===== src/rtl/mem_ctrl.sv =====
// Byte-wide arbiter between MEM (always wins) and instruction fetch over a
// single-port synchronous RAM; IF words are assembled little-endian from four byte reads.
module mem_ctrl #(
  parameter int ADDR_W = 17
) (
  input  logic              clk,
  input  logic              rst,
  input  logic              mem_req,
  input  logic              mem_r_w,
  input  logic [31:0]       mem_addr,
  input  logic [7:0]        mem_wdata,
  output logic [7:0]        mem_rdata,
  input  logic              if_req,
  input  logic [31:0]       if_addr,
  input  logic              if_flush,
  output logic [31:0]       if_inst,
  output logic              if_done,
  output logic              if_busy,
  output logic [ADDR_W-1:0] ram_a,
  output logic              ram_wr,
  output logic [7:0]        ram_dout,
  input  logic [7:0]        ram_din
);

  typedef enum logic [1:0] {IDLE = 2'd0, FETCH = 2'd1, HOLD = 2'd2} state_t;

  state_t            state_r, state_s;
  logic [ADDR_W-1:0] base_r;
  logic [2:0]        issued_r;
  logic              tag0_v_r, tag1_v_r;
  logic [1:0]        tag0_idx_r, tag1_idx_r;
  logic [23:0]       buf_r;
  logic [ADDR_W-1:0] ram_a_r;
  logic              ram_wr_r;
  logic [7:0]        ram_dout_r;
  logic [31:0]       if_inst_r;
  logic              if_done_r;
  logic              if_busy_r;

  logic              start_s, kill_s, issue_s, capture_s, done_s, busy_s;
  logic [1:0]        idx_s;
  logic [ADDR_W-1:0] base_s, fetch_a_s;
  logic              unused_s;

  // Per-edge arbitration: fetch start, abort, byte issue and byte capture
  always_comb begin
    start_s   = (state_r != FETCH) && if_req && !mem_req && !if_flush;
    kill_s    = if_flush || ((state_r == FETCH) && mem_req);
    issue_s   = start_s ||
                ((state_r == FETCH) && !mem_req && !if_flush && (issued_r < 3'd4));
    capture_s = (state_r == FETCH) && tag1_v_r && !kill_s;
    done_s    = capture_s && (tag1_idx_r == 2'd3);
    if (start_s) begin
      idx_s = 2'd0;
    end else begin
      idx_s = issued_r[1:0];
    end
    // A restart from HOLD reuses the base latched when the fetch first began
    if (state_r == IDLE) begin
      base_s = if_addr[ADDR_W-1:0];
    end else begin
      base_s = base_r;
    end
    fetch_a_s = base_s + ADDR_W'(idx_s);
  end

  // State register
  always_ff @(posedge clk or negedge rst) begin
    if (!rst) begin
      state_r <= IDLE;
    end else begin
      state_r <= state_s;
    end
  end

  // Next-state logic; flush outranks both preemption and completion
  always_comb begin
    state_s = state_r;
    case (state_r)
      IDLE: begin
        if (start_s) state_s = FETCH;
        else         state_s = IDLE;
      end
      FETCH: begin
        if (if_flush)     state_s = IDLE;
        else if (mem_req) state_s = HOLD;
        else if (done_s)  state_s = IDLE;
        else              state_s = FETCH;
      end
      HOLD: begin
        if (if_flush)     state_s = IDLE;
        else if (start_s) state_s = FETCH;
        else              state_s = HOLD;
      end
      default: state_s = IDLE;
    endcase
  end

  // Output decode for the registered busy flag
  always_comb begin
    busy_s = (state_s != IDLE);
  end

  // RAM port, owner tags, assembly buffer and fetch result registers
  always_ff @(posedge clk or negedge rst) begin
    if (!rst) begin
      ram_a_r    <= '0;
      ram_wr_r   <= 1'b0;
      ram_dout_r <= 8'd0;
      base_r     <= '0;
      issued_r   <= 3'd0;
      tag0_v_r   <= 1'b0;
      tag0_idx_r <= 2'd0;
      tag1_v_r   <= 1'b0;
      tag1_idx_r <= 2'd0;
      buf_r      <= 24'd0;
      if_inst_r  <= 32'd0;
      if_done_r  <= 1'b0;
      if_busy_r  <= 1'b0;
    end else begin
      if (mem_req) begin
        ram_a_r    <= mem_addr[ADDR_W-1:0];
        ram_wr_r   <= mem_r_w;
        ram_dout_r <= mem_wdata;
      end else if (issue_s) begin
        ram_a_r  <= fetch_a_s;
        ram_wr_r <= 1'b0;
      end else begin
        ram_wr_r <= 1'b0;
      end
      if (start_s) begin
        base_r <= base_s;
      end
      if (issue_s) begin
        issued_r <= {1'b0, idx_s} + 3'd1;
      end
      // Stage 0 tags what was issued this edge; stage 1 lines up with ram_din
      tag0_v_r   <= issue_s;
      tag0_idx_r <= idx_s;
      tag1_v_r   <= tag0_v_r && !kill_s;
      tag1_idx_r <= tag0_idx_r;
      if (capture_s) begin
        case (tag1_idx_r)
          2'd0:    buf_r[7:0]   <= ram_din;
          2'd1:    buf_r[15:8]  <= ram_din;
          2'd2:    buf_r[23:16] <= ram_din;
          default: buf_r        <= buf_r;
        endcase
      end
      if (done_s) begin
        if_inst_r <= {ram_din, buf_r};
      end
      if_done_r <= done_s;
      if_busy_r <= busy_s;
    end
  end

  assign unused_s  = ^{mem_addr[31:ADDR_W], if_addr[31:ADDR_W]};
  assign mem_rdata = ram_din;
  assign ram_a     = ram_a_r;
  assign ram_wr    = ram_wr_r;
  assign ram_dout  = ram_dout_r;
  assign if_inst   = if_inst_r;
  assign if_done   = if_done_r;
  assign if_busy   = if_busy_r;

endmodule


===== config.mk =====
export PLATFORM = sky130hd
export DESIGN_NAME = mem_ctrl
export DESIGN_NICKNAME = d
export VERILOG_FILES = /design/src/rtl/mem_ctrl.sv
export SDC_FILE = /design/constraint.sdc
export NUM_CORES = 1
export LEC_CHECK = 0
export BUFFER_PORTS_ARGS = -buffer_cell sky130_fd_sc_hd__buf_4
export CORE_ASPECT_RATIO = 1.4
export CORE_MARGIN = 4
export CORE_UTILIZATION = 55
export CTS_CLUSTER_DIAMETER = 200
export CTS_CLUSTER_SIZE = 8
export DETAILED_ROUTE_END_ITERATION = 12
export GPL_TIMING_DRIVEN = 0
export PLACE_DENSITY = 0.9
export SLEW_MARGIN = 20
export SYNTH_ARGS = -nofsm -noshare
export SYNTH_HDL_FRONTEND = slang
export SYNTH_SLANG_ARGS = --single-unit

===== constraint.sdc =====
create_clock -name clk -period 8.3 [get_ports clk]
set_input_delay 0.83 -clock clk [delete_from_list [all_inputs] [get_ports clk]]
set_output_delay 0.83 -clock clk [all_outputs]
set_load 0.02 [all_outputs]

==> results.py <==
metrics = {
    "timing": {
        "fin_crit_sh": 0.489,
        "rsz0062_at_grt": "no",
        "finalHoldViolCount": 0,
        "maxSlewHeadroom": 0.337,
        "worst_slew_pin_slew_ps": 995,
        "fmax_mhz": 246,
        "slew_viol_final": 0,
        "skew_ps": 9.19,
        "final.setup.tns_ps": 0,
        "setup_violations": 0,
        "fin_crit_ps": 4060,
    },
    "clock_tree": {
        "cts_made_buffers": 9,
        "cts_tree": "built",
        "clock_latency_ps": 360,
        "cts_buffer_depth": 2,
        "clk_pin_slew_ps": 80,
        "clkSinkCount": 112,
        "post_cts.repair.setup_buffers": 0,
        "cts_max_level": 3,
        "cts_hold_buf": 0,
        "post_cts_resized": 0,
        "cts_root_buffer": "clkbuf_16",
    },
    "critical_path": {
        "r2r_cells": 11,
        "crit_type": "input pin to flip-flop",
        "slowest_delay_ps": 470,
        "r2r-end": "ram_a[12]$_DFFE_PN0P_",
        "r2r_slack_ps": 4480,
        "reg2reg_from": "state_r[0]$_DFF_PN0_",
        "startpoint_type": "input pin",
        "crit_start": "mem_req",
        "crit_fanout": 10,
        "crit_chain": "clkbuf_1, nor2_1, nand3b_1, clkbuf_1, and2_1, ha_1, inv_1, fa_1, a221oi_2, nand4_1, xnor2_1, a221oi_2",
        "endpoint_kind": "flip-flop",
        "crit_slowest_cell": "a221oi_2",
        "required_ps": 8560,
        "cp_data_arrival_time_ps": 4320,
    },
    "final_layout": {
        "drive_gt1_frac": 0.358,
        "fin_area_sq_mm": 0.00650,
        "layout.nets": 694,
        "syn2layout_area_growth_pct": 26.4,
        "antennaDiodeCount": 0,
    },
    "yosys": {
        "synth.cell_area_sq_mm": 0.00515,
        "synth.avg_cell_area_sq_um": 10.9,
        "yosysSeqAreaShare": 0.545,
        "synth_ff_type": "dfrtp_1",
        "ys_seq_elements": 112,
        "syn_nets": 561,
        "synth_enable_flop_cells": 0,
        "yosys_warnings": 0,
        "async_flop_share": 1.00,
        "syn_inst": 471,
        "synth_cell_types": 56,
    },
    "power": {
        "switching_share": 0.298,
        "cellInternalPower_mw": 0.922,
        "clkPwrFrac": 0.333,
        "ir_drop_v": 0.000151,
        "power.switching_mw": 0.392,
        "share_comb_of_total_power": 0.182,
        "p_leak_nw": 3.33,
        "seqPwrFrac": 0.485,
        "power.total_mw": 1.31,
        "power_density_mw_per_mm2": 202,
    },
    "floorplan": {
        "core_area_sq_mm": 0.00908,
        "pin_count": 154,
        "row_count": 41,
        "start_util": 0.567,
        "die_h_microns": 122,
        "die_w_microns": 89.8,
        "fp.dieArea_sq_mm": 0.0110,
    },
    "detailed_routing": {
        "drt_iter0_drc": 249,
        "wl_met3_microns": 904,
        "wl_per_cell_microns": 18.8,
        "dr.max_layer_used": "met4",
        "drcViolationCount": 0,
        "wl_microns": 13500,
        "ant_nets": 0,
        "vias": 4160,
        "drtPass1Iterations": 5,
        "met1_length_microns": 5030,
        "wl_met2_microns": 6900,
        "vias_per_cell": 5.81,
    },
    "global_route": {
        "grt_antenna_before_repair": 0,
        "grt_pass1_vias": 4397,
        "grt_first_pass_wirelength_microns": 22000,
        "overflow": 0,
        "grt_max_degree": 113,
        "grt_usage": 0.255,
    },
    "min_path": {
        "hold_depth": 0,
        "hp-class": "flip-flop to flip-flop",
        "min_to": "tag1_idx_r[1]$_DFF_PN0_",
        "worst_hold_startpoint": "tag0_idx_r[1]$_DFF_PN0_",
    },
    "status": {
        "status": "finished clean",
    },
    "placement": {
        "numPortBuffers": 122,
        "routabilityCongestion": 0.914,
        "place_area_sq_mm": 0.00620,
        "hpwl_microns": 9990,
    },
    "job": {
        "maxCapViolCount": 0,
    },
}
-- cells in the final DEF (no fill, tap or decap), types with 5 or more instances in the layout --
cell	n
nand2_1	133
buf_4	130
dfrtp_1	112
mux2_2	42
o21ai_0	16
inv_1	12
mux2i_1	11
clkbuf_1	10
xnor2_1	9
clkbuf_16	9
nor3_1	8
nor2_1	7
and2_1	7
o211ai_1	7
buf_2	6
a21oi_1	6
a221oi_1	6
buf_6	5
nand4_1	5
-- synth_stat cells (3+ instances only) --
master,instances,share of area
ha_1,3,0.0073
o21ai_0,16,0.016
nand4_1,5,0.0061
xor2_1,4,0.0068
nand3_1,4,0.0039
buf_2,6,0.0058
clkbuf_1,10,0.0073
buf_4,9,0.013
nor2_1,7,0.0051
a221oi_2,4,0.012
mux2i_1,11,0.021
o221ai_1,3,0.0051
a21oi_1,6,0.0058
dfrtp_1,112,0.54
o211ai_1,7,0.010
inv_1,12,0.0088
nand4bb_1,3,0.0066
buf_6,4,0.0088
and2_1,7,0.0085
nor3_1,8,0.0078
a221oi_1,6,0.010
mux2_2,42,0.092
xnor2_1,9,0.015
nand2_1,133,0.097
-- worst max path at each step --
| stage | endpoint |
|---|---|
| floorplan | ram_a[12]$_DFFE_PN0P_ |
| global placement | ram_a[12]$_DFFE_PN0P_ |
| detailed placement | ram_a[12]$_DFFE_PN0P_ |
| CTS | ram_a[12]$_DFFE_PN0P_ |
| global route | ram_a[12]$_DFFE_PN0P_ |
| finish | ram_a[12]$_DFFE_PN0P_ |
-- logic make-up (layout without fill, tap and decap cells) --
logic type | after synthesis | count (layout) | synth area share
AOI/OAI and AO/OA | 57 | 57 | 0.0866
xor gates and xnor gates | 13 | 13 | 0.0221
and+or+nand+nor | 186 | 186 | 0.168
DFF | 112 | 112 | 0.545
muxes | 56 | 56 | 0.122
buffers and inverters | 43 | 181 | 0.0452
adders and majority gates | 4 | 4 | 0.0112
-- power by group through the flow --
stage	clock, mW	combinational, mW	sequential [mW]
after floorplan	0	0.122	0.657
after global placement	0	0.229	0.643
after detailed placement	0	0.238	0.646
after CTS	0.440	0.239	0.636
after global routing	0.467	0.258	0.645
final	0.438	0.239	0.637
-- cell type report --
type / count / area [sq um]
buffer: 29 / 180
clock buffer: 9 / 225
clock inverter: 7 / 78.8
fill: 622 / 2580
inverter: 14 / 52.6
multi-input combinational: 316 / 2110
sequential: 112 / 2800
tap: 107 / 134
timing repair buffer: 122 / 920
-- worst max-delay path: cells and delay by family --
family | cells | cell delay [ps]
fa+ha+maj | 2 | 620
buf+inv | 3 | 900
xor+xnor | 1 | 220
simple gates | 4 | 1040
compound gates | 2 | 700
-- metal layers --
metal | global-route usage | vias up
li1 | - | 1866
met1 | 0.292 | 2025
met2 | 0.439 | 221
met3 | 0.0503 | 48
met4 | 0.165 | 0
met5 | 0 | -
-- state kept, by name (all words and copies together) (netlist names), 2 cells and up --
register and flops:
buf_r 24, tag1_idx_r 2, state_r 2, ram_dout 8
if_inst 32, ram_a 17, tag0_idx_r 2, issued_r 3
base_r 17
-- metrics by stage --
step	utilization	cells	worst slack (ps)	hold slack, ps
global route	0.716	716	4160	363
detailed placement	0.683	700	4010	339
global placement	0.682	700	4100	335
finish	0.716	716	4240	356
CTS	0.716	716	4350	357
floorplan	-	471	4890	331
Note: power is estimated with default switching activity, not from simulation.
